`config.mk`:
```
export PLATFORM = sky130hd
export DESIGN_NAME = clock12_ctrl
export DESIGN_NICKNAME = d
export VERILOG_FILES = /design/src/rtl/clock12_ctrl.sv
export SDC_FILE = /design/constraint.sdc
export NUM_CORES = 1
export LEC_CHECK = 0
export ABC_CLOCK_PERIOD_IN_PS = 3100
export CORE_UTILIZATION = 56
export DETAILED_ROUTE_END_ITERATION = 8
export GPL_TIMING_DRIVEN = 0
export PLACE_DENSITY = 0.79
export SLEW_MARGIN = 10
export SYNTH_ARGS = -nofsm -noshare
export SYNTH_HDL_FRONTEND = slang
export SYNTH_SLANG_ARGS = --single-unit
export TNS_END_PERCENT = 50
```
`constraint.sdc`:
```
create_clock -name clk -period 3.1 [get_ports clk]
set_input_delay 0.465 -clock clk [delete_from_list [all_inputs] [get_ports clk]]
set_output_delay 0.465 -clock clk [all_outputs]
set_load 0.01 [all_outputs]
```
`src/rtl/clock12_ctrl.sv`:
```
// 12-hour time-of-day clock controller.
// Divides clk down to a 1 s tick and runs a seconds -> minutes -> hours (mod 12)
// carry chain with an AM/PM flag. A three-state mode FSM (RUN, SET_HR, SET_MIN)
// lets the user set hours and minutes from pre-debounced single-cycle button
// pulses. Every output is a register.
module clock12_ctrl #(
    parameter int CLK_HZ = 100_000_000
) (
    input  logic       clk,
    input  logic       reset,
    input  logic       btn_mode,
    input  logic       btn_inc,
    output logic [3:0] hours,
    output logic [5:0] minutes,
    output logic [5:0] seconds,
    output logic       pm,
    output logic [1:0] mode,
    output logic       sec_tick
);

    localparam int PW = $clog2(CLK_HZ);
    localparam logic [PW-1:0] PRESC_MAX = PW'(CLK_HZ - 1);

    typedef enum logic [1:0] {
        RUN     = 2'd0,
        SET_HR  = 2'd1,
        SET_MIN = 2'd2
    } mode_e;

    mode_e         state_q, state_d;
    logic [PW-1:0] presc_q, presc_d;
    logic [3:0]    hours_q, hours_d;
    logic [5:0]    minutes_q, minutes_d;
    logic [5:0]    seconds_q, seconds_d;
    logic          pm_q, pm_d;
    logic          tick_q, tick_d;

    // State register: synchronous reset has priority over every input.
    always_ff @(posedge clk) begin
        if (reset) begin
            state_q   <= RUN;
            presc_q   <= '0;
            hours_q   <= '0;
            minutes_q <= '0;
            seconds_q <= '0;
            pm_q      <= 1'b0;
            tick_q    <= 1'b0;
        end else begin
            state_q   <= state_d;
            presc_q   <= presc_d;
            hours_q   <= hours_d;
            minutes_q <= minutes_d;
            seconds_q <= seconds_d;
            pm_q      <= pm_d;
            tick_q    <= tick_d;
        end
    end

    // Next-state logic: mode FSM, prescaler, carry chain and field setting.
    always_comb begin
        state_d   = state_q;
        presc_d   = presc_q;
        hours_d   = hours_q;
        minutes_d = minutes_q;
        seconds_d = seconds_q;
        pm_d      = pm_q;
        tick_d    = 1'b0;

        case (state_q)
            RUN: begin
                if (btn_mode) begin
                    // Time is frozen from this edge on; fields are kept as-is.
                    state_d = SET_HR;
                    presc_d = '0;
                end else if (presc_q == PRESC_MAX) begin
                    presc_d = '0;
                    tick_d  = 1'b1;
                    // Whole carry chain resolves on this single edge.
                    if (seconds_q == 6'd59) begin
                        seconds_d = '0;
                        if (minutes_q == 6'd59) begin
                            minutes_d = '0;
                            if (hours_q == 4'd11) begin
                                hours_d = '0;
                                pm_d    = ~pm_q;
                            end else begin
                                hours_d = hours_q + 4'd1;
                            end
                        end else begin
                            minutes_d = minutes_q + 6'd1;
                        end
                    end else begin
                        seconds_d = seconds_q + 6'd1;
                    end
                end else begin
                    presc_d = presc_q + PW'(1);
                end
            end

            SET_HR: begin
                presc_d = '0;
                if (btn_mode) begin
                    state_d = SET_MIN;
                end else if (btn_inc) begin
                    if (hours_q == 4'd11) begin
                        hours_d = '0;
                        pm_d    = ~pm_q;
                    end else begin
                        hours_d = hours_q + 4'd1;
                    end
                end
            end

            SET_MIN: begin
                presc_d = '0;
                if (btn_mode) begin
                    // Restart the second from zero so the first tick is a full period away.
                    state_d   = RUN;
                    seconds_d = '0;
                end else if (btn_inc) begin
                    minutes_d = (minutes_q == 6'd59) ? 6'd0 : minutes_q + 6'd1;
                end
            end

            default: begin
                state_d = RUN;
                presc_d = '0;
            end
        endcase
    end

    assign hours    = hours_q;
    assign minutes  = minutes_q;
    assign seconds  = seconds_q;
    assign pm       = pm_q;
    assign mode     = state_q;
    assign sec_tick = tick_q;

endmodule

```
==> impl_metrics.json, run 1 <==
{
  "syn_nets": 273,
  "drt-total-wl_um": 4760,
  "die_h_um": 66.8,
  "critPathRequiredTime_ns": 3.30,
  "irDropWorstVdd_uv": 311,
  "via_count": 1980,
  "critPathMaxFanout": 7,
  "clkSinkCount": 47,
  "grtUsageTotal_pct": 23.3,
  "antenna_left": 0,
  "htree_num_levels": 2,
  "dpl_cell_area_mm2": 0.00263,
  "rows": 23,
  "drv_cap": 0,
  "clk_latency_ns": 0.30,
  "r2r_start": "presc_q[11]$_SDFF_PP0_",
  "yosys_warnings": 0,
  "gp_congestion": 0.867,
  "final_util_pct": 68.3,
  "synth-xor-area-share_pct": 9.69,
  "p_leak_uw": 0.000943,
  "detail_route.wl_per_cell_um": 13.8,
  "crit_path_start": "presc_q[11]$_SDFF_PP0_",
  "cts_hold_buf": 0,
  "grt_pass1_wl_um": 7790,
  "fmax_mhz": 406,
  "tritoncts.num_buffers": 5,
  "crit_arrival_ns": 2.66,
  "hold_slack_ns": 0.454,
  "grt_max_degree": 14,
  "initial_core_util_pct": 58.7,
  "syn_area_mm2": 0.00235,
  "synth_edf_count": 0,
  "dieArea_mm2": 0.00446,
  "synth_top_family_by_area": "simple AND/OR/NAND/NOR gates",
  "crit_path_top_delay_cell": "or4b_1",
  "p_total_uw": 1070,
  "start_kind": "flip-flop",
  "synth_compound_area_share_pct": 11.1,
  "cts_tree": "yes",
  "worstSetupPathType": "flip-flop to flip-flop",
  "status": "finished, violations left",
  "synth_top_flop_cell": "dfxtp_1",
  "min-delay-start": "btn_mode",
  "p_per_area_mw_per_mm2": 393,
  "synthArstFlopShare_pct": 0,
  "violations": "DRC",
  "finalNetCount": 302,
  "detail_route.iter0.violations": 128,
  "grt-ovfl-total": 0,
  "cts_buffer_depth": 2,
  "min_period_ns": 2.46,
  "hold_violations": 0,
  "fill_cells": 353,
  "grt_pass1_vias": 1751,
  "ys_types": 56,
  "tightest_slew_ns": 0.940,
  "syn_avg_cell_area_um2": 8.87,
  "worstHoldPathType": "input pin to flip-flop",
  "area_growth_pct": 16.3,
  "design_area_mm2": 0.00273,
  "ctsResizeCount": 0,
  "post-route-drc-count": 2,
  "io_pins": 24,
  "path_cells": "or4b_1 > or4_1 > buf_6 > nor4_4 > o21ai_0 > a32o_1",
  "fin_skew_ns": 0.00336,
  "num_antenna_cells": 0,
  "synthSimpleGateAreaFrac_pct": 32.6,
  "synth_cells": 265,
  "ys_ff_latch": 47,
  "drv_slew": 0,
  "yosysSeqAreaShare_pct": 40.0,
  "dr.pass1.iters": 6,
  "grt_antenna_before_repair": 0,
  "rsz0062_at_grt": "no",
  "setup_tns_ns": 0,
  "dp_hpwl_um": 3430,
  "core_mm2": 0.00400,
  "cts_setup_buffers": 0,
  "drive_above_1_share_pct": 8.14,
  "synth_adder_area_share_pct": 2.13,
  "relSlewSlack_pct": 36.4,
  "viasPerCell": 5.74,
  "slowest_delay_ns": 0.51,
  "clock_tree.root_cell": "clkbuf_8",
  "muxShareOfSynthArea_pct": 0.852,
  "setup_violations": 0,
  "end_kind": "flip-flop",
  "die_w_um": 66.8,
  "place.port_buffers": 22,
  "min_period_over_period_pct": 79.4,
  "clk_pin_slew_ns": 0.08
}
-- logic make-up after synthesis --
family,count (synthesis)
simple gates,139
flops,47
mux,2
compound gates,33
xor+xnor,26
fa+ha+maj,4
buf+inv,14
-- report_power, final --
| part | switching [uW] | leakage [uW] | total [uW] | internal [uW] |
|---|---|---|---|---|
| clock | 196 | 0.0000515 | 399 | 204 |
| sequential | 6.42 | 0.000379 | 615 | 609 |
| combinational | 35.0 | 0.000513 | 60.4 | 25.4 |
| total | 237 | 0.000943 | 1070 | 838 |
-- worst paths after layout --
path	cells past startpoint	end	slack, ns
worst min-delay path	4	mode[1]$_SDFFE_PP0P_	0.45
worst max register to register	6	hours[2]$_SDFFE_PP0P_	0.64
worst min register to register	1	presc_q[0]$_SDFF_PP0_	0.47
worst max-delay path	6	hours[2]$_SDFFE_PP0P_	0.64
-- area by class of cell --
cell class	count	area [um^2]	area share (%)
multi-input cells	204	1320	48.4
flip-flops and latches	47	941	34.4
repair buffers	22	220	8.06
clock buffers	8	100	3.66
plain buffers	10	70.1	2.56
well taps	50	62.6	2.29
inverters	4	15.0	0.549
-- layout by cell type (no fill, tap or decap), types with 5 or more instances in the layout --
master / n
dfxtp_1: 47
nor2_1: 42
clkdlybuf4s50_1: 22
nand2_1: 21
xor2_1: 19
nand3_1: 17
and3_1: 9
nand4_1: 7
xnor2_1: 7
clkbuf_8: 7
nor3_1: 6
clkbuf_1: 5
nand3b_1: 5
o21ai_0: 5
-- through the flow --
stage / setup WS, ns / instances
floorplan: 0.773 / 265
global placement: 0.653 / 337
detailed placement: 0.657 / 337
CTS: 0.639 / 345
global route: 0.485 / 345
finish: 0.637 / 345
-- synth_stat cells, types with 3 or more instances --
master | count | share of area [%]
a31oi_1 | 3 | 0.80
a21oi_1 | 4 | 0.85
xor2_1 | 19 | 7.1
o21ai_0 | 5 | 1.1
nand4_1 | 7 | 1.9
nand2_1 | 21 | 3.4
xnor2_1 | 7 | 2.6
ha_1 | 4 | 2.1
nand3_1 | 17 | 3.6
buf_6 | 4 | 1.9
nor4_1 | 4 | 1.1
nand3b_1 | 5 | 1.6
nor2b_1 | 3 | 0.80
inv_1 | 3 | 0.48
dfxtp_1 | 47 | 40
nor2_1 | 42 | 6.7
nor3_1 | 6 | 1.3
clkbuf_1 | 4 | 0.64
nor4bb_1 | 3 | 1.3
o211ai_1 | 3 | 0.96
nor4b_1 | 3 | 1.1
and3_1 | 9 | 2.4
-- metal layers --
metal / track usage [%] / routed length [um] / up-vias
met5: 0 / 0 / -
met4: 8.24 / 77 / 0
met3: 6.68 / 157 / 9
met2: 40.2 / 2230 / 30
met1: 27.1 / 2290 / 932
li1: - / - / 1009
-- worst max-delay path: cells and delay by family (launching register included) --
kind,cells,cell delay [ns]
AO/OA/AOI/OAI,2,0.42
buffers and inverters,1,0.16
flip-flops,1,0.35
AND/OR/NAND/NOR,3,1.42
-- registers in the layout, indices dropped and copies added, names as in the netlist --
name / flops
presc_q: 27
pm: 1
hours: 4
minutes: 6
seconds: 6
sec_tick: 1
mode: 2
Power figures use the tool's default switching activity.
==> run 2, diff against run 1 <==
--- a/config.mk
+++ b/config.mk
@@ -5,7 +5,7 @@
 export SDC_FILE = /design/constraint.sdc
 export NUM_CORES = 1
 export LEC_CHECK = 0
-export ABC_CLOCK_PERIOD_IN_PS = 3100
+export ABC_CLOCK_PERIOD_IN_PS = 2400
 export CORE_UTILIZATION = 56
 export DETAILED_ROUTE_END_ITERATION = 8
 export GPL_TIMING_DRIVEN = 0
==> constraint.sdc (replaced) <==
create_clock -name clk -period 2.4 [get_ports clk]
set_input_delay 0.36 -clock clk [delete_from_list [all_inputs] [get_ports clk]]
set_output_delay 0.36 -clock clk [all_outputs]
set_load 0.01 [all_outputs]
==> impl_metrics.json, run 2 (same netlist as run 1, synthesis figures left out) <==
{
  "dr.pass1.iters": 6,
  "grtUsageTotal_pct": 23.3,
  "violations": "DRC",
  "relSlewSlack_pct": 32.9,
  "r2r_start": "presc_q[17]$_SDFF_PP0_",
  "dieArea_mm2": 0.00446,
  "dpl_cell_area_mm2": 0.00263,
  "htree_num_levels": 2,
  "grt_pass1_wl_um": 7800,
  "cts_buffer_depth": 2,
  "grt_max_degree": 14,
  "p_per_area_mw_per_mm2": 498,
  "gp_congestion": 0.867,
  "tritoncts.num_buffers": 5,
  "via_count": 2006,
  "grt-ovfl-total": 0,
  "place.port_buffers": 22,
  "min-delay-start": "btn_mode",
  "rr_endpoint": "minutes[4]$_SDFFE_PP0P_",
  "clk_latency_ns": 0.30,
  "grt_pass1_vias": 1752,
  "cts_tree": "yes",
  "io_pins": 24,
  "die_w_um": 66.8,
  "ff_latch_area_um2": 947,
  "clk_pin_slew_ns": 0.08,
  "die_h_um": 66.8,
  "grt_antenna_before_repair": 0,
  "finalNetCount": 309,
  "p_leak_uw": 0.000981,
  "drv_slew": 0,
  "antenna_left": 0,
  "slowest_delay_ns": 0.60,
  "detail_route.wl_per_cell_um": 13.8,
  "setup_violations": 0,
  "post-route-drc-count": 2,
  "crit_path_top_delay_cell": "or4_4",
  "critPathMaxFanout": 7,
  "design_area_mm2": 0.00280,
  "viasPerCell": 5.70,
  "tightest_slew_ns": 0.993,
  "rows": 23,
  "rsz0062_at_grt": "yes",
  "clock_tree.root_cell": "clkbuf_8",
  "critPathRequiredTime_ns": 2.60,
  "reg2regPathDepth": 5,
  "layout_commonest_cell": "dfxtp_1",
  "clkSinkCount": 47,
  "cp_num_buf_inv": 0,
  "num_antenna_cells": 0,
  "multi_input_area_mm2": 0.00133,
  "crit_arrival_ns": 2.53,
  "area_growth_pct": 19.2,
  "top_register": "presc_q",
  "final_util_pct": 70.0,
  "drt-total-wl_um": 4860,
  "core_mm2": 0.00400,
  "layout_common_cells": "dfxtp_1, nor2_1, clkdlybuf4s50_1, nand2_1, xor2_1",
  "fin_skew_ns": 0.00252,
  "hold_end": "mode[1]$_SDFFE_PP0P_",
  "end_kind": "flip-flop",
  "start_kind": "flip-flop",
  "drv_cap": 0,
  "largest_reg_flops": 27,
  "cts_hold_buf": 0,
  "fmax_mhz": 428,
  "detail_route.iter0.violations": 140,
  "whs_path_depth": 4,
  "fill_cells": 343,
  "path_cells": "or4b_1 > or4_4 > o31ai_2 > o211ai_1 > a32o_1",
  "worstSetupPathType": "flip-flop to flip-flop",
  "min_period_ns": 2.34,
  "ff2ff_setup_slack_ns": 0.06,
  "hold_violations": 0,
  "initial_core_util_pct": 58.7,
  "cp.depth": 5,
  "drive_above_1_share_pct": 11.9,
  "status": "finished, violations left",
  "min_period_over_period_pct": 97.3,
  "p_total_uw": 1400,
  "dp_hpwl_um": 3430,
  "cpLargestDelayFamily": "simple AND/OR/NAND/NOR gates",
  "worstHoldPathType": "input pin to flip-flop",
  "irDropWorstVdd_uv": 410
}
run 2: changes by cell type in the layout (fill, tap and decap cells not counted), sizes merged:
cell	delta
buf	+7
run 2: through the flow:
step,hold WS (ns),TNS (ns),std cells,setup WS [ns]
6_report,0.353,0,352,0.0640
4_1_cts,0.344,-0.00185,346,-0.00127
3_3_place_gp,0.443,-0.0474,337,-0.0474
3_5_place_dp,0.455,-0.385,337,-0.0430
5_1_grt,0.354,-0.0220,352,-0.0220
2_1_floorplan,0.430,0,265,0.0734
run 2: worst max-delay path by stage:
stage,from,to,slack (ns)
3_3_place_gp,presc_q[11]$_SDFF_PP0_,hours[2]$_SDFFE_PP0P_,-0.05
2_1_floorplan,presc_q[11]$_SDFF_PP0_,seconds[5]$_SDFFE_PP0P_,0.07
5_1_grt,presc_q[17]$_SDFF_PP0_,seconds[2]$_SDFFE_PP0P_,-0.02
4_1_cts,presc_q[11]$_SDFF_PP0_,seconds[5]$_SDFFE_PP0P_,-0.001
6_report,presc_q[17]$_SDFF_PP0_,minutes[4]$_SDFFE_PP0P_,0.06
3_5_place_dp,presc_q[11]$_SDFF_PP0_,hours[2]$_SDFFE_PP0P_,-0.04
run 2: metal layers:
| metal | track usage (%) | up-vias | share of wire [%] |
|---|---|---|---|
| met5 | 0 | - | 0 |
| li1 | - | 1019 | - |
| met4 | 8.24 | 0 | 1.5 |
| met2 | 40.2 | 32 | 48 |
| met3 | 6.68 | 9 | 3.4 |
| met1 | 27.2 | 946 | 47 |
run 2: repair_timing:
item,in CTS,in global routing
pin swaps,2,10
gates resized for setup,2,7
buffers inserted,1,7
setup endpoints to repair,22,30
run 2: report_power, final:
part,internal (uW),switching [uW]
logic,38.3,46.6
registers,785,8.23
clock network,263,254
run 2: layout make-up:
class                      count  area share (%)
clock buffer                   8            3.57
timing repair buffer          30            10.1
multi-input combinational    204            47.6
buffer                         9            2.10
inverter                       4           0.536
tap                           50            2.23
sequential                    47            33.8
run 2: worst register-to-register path: stages (launching register included):
cell and delay (ns):
dfxtp_2 0.35, or4b_1 0.50, or4_4 0.60, o31ai_2 0.37, o211ai_1 0.14, a32o_1 0.28
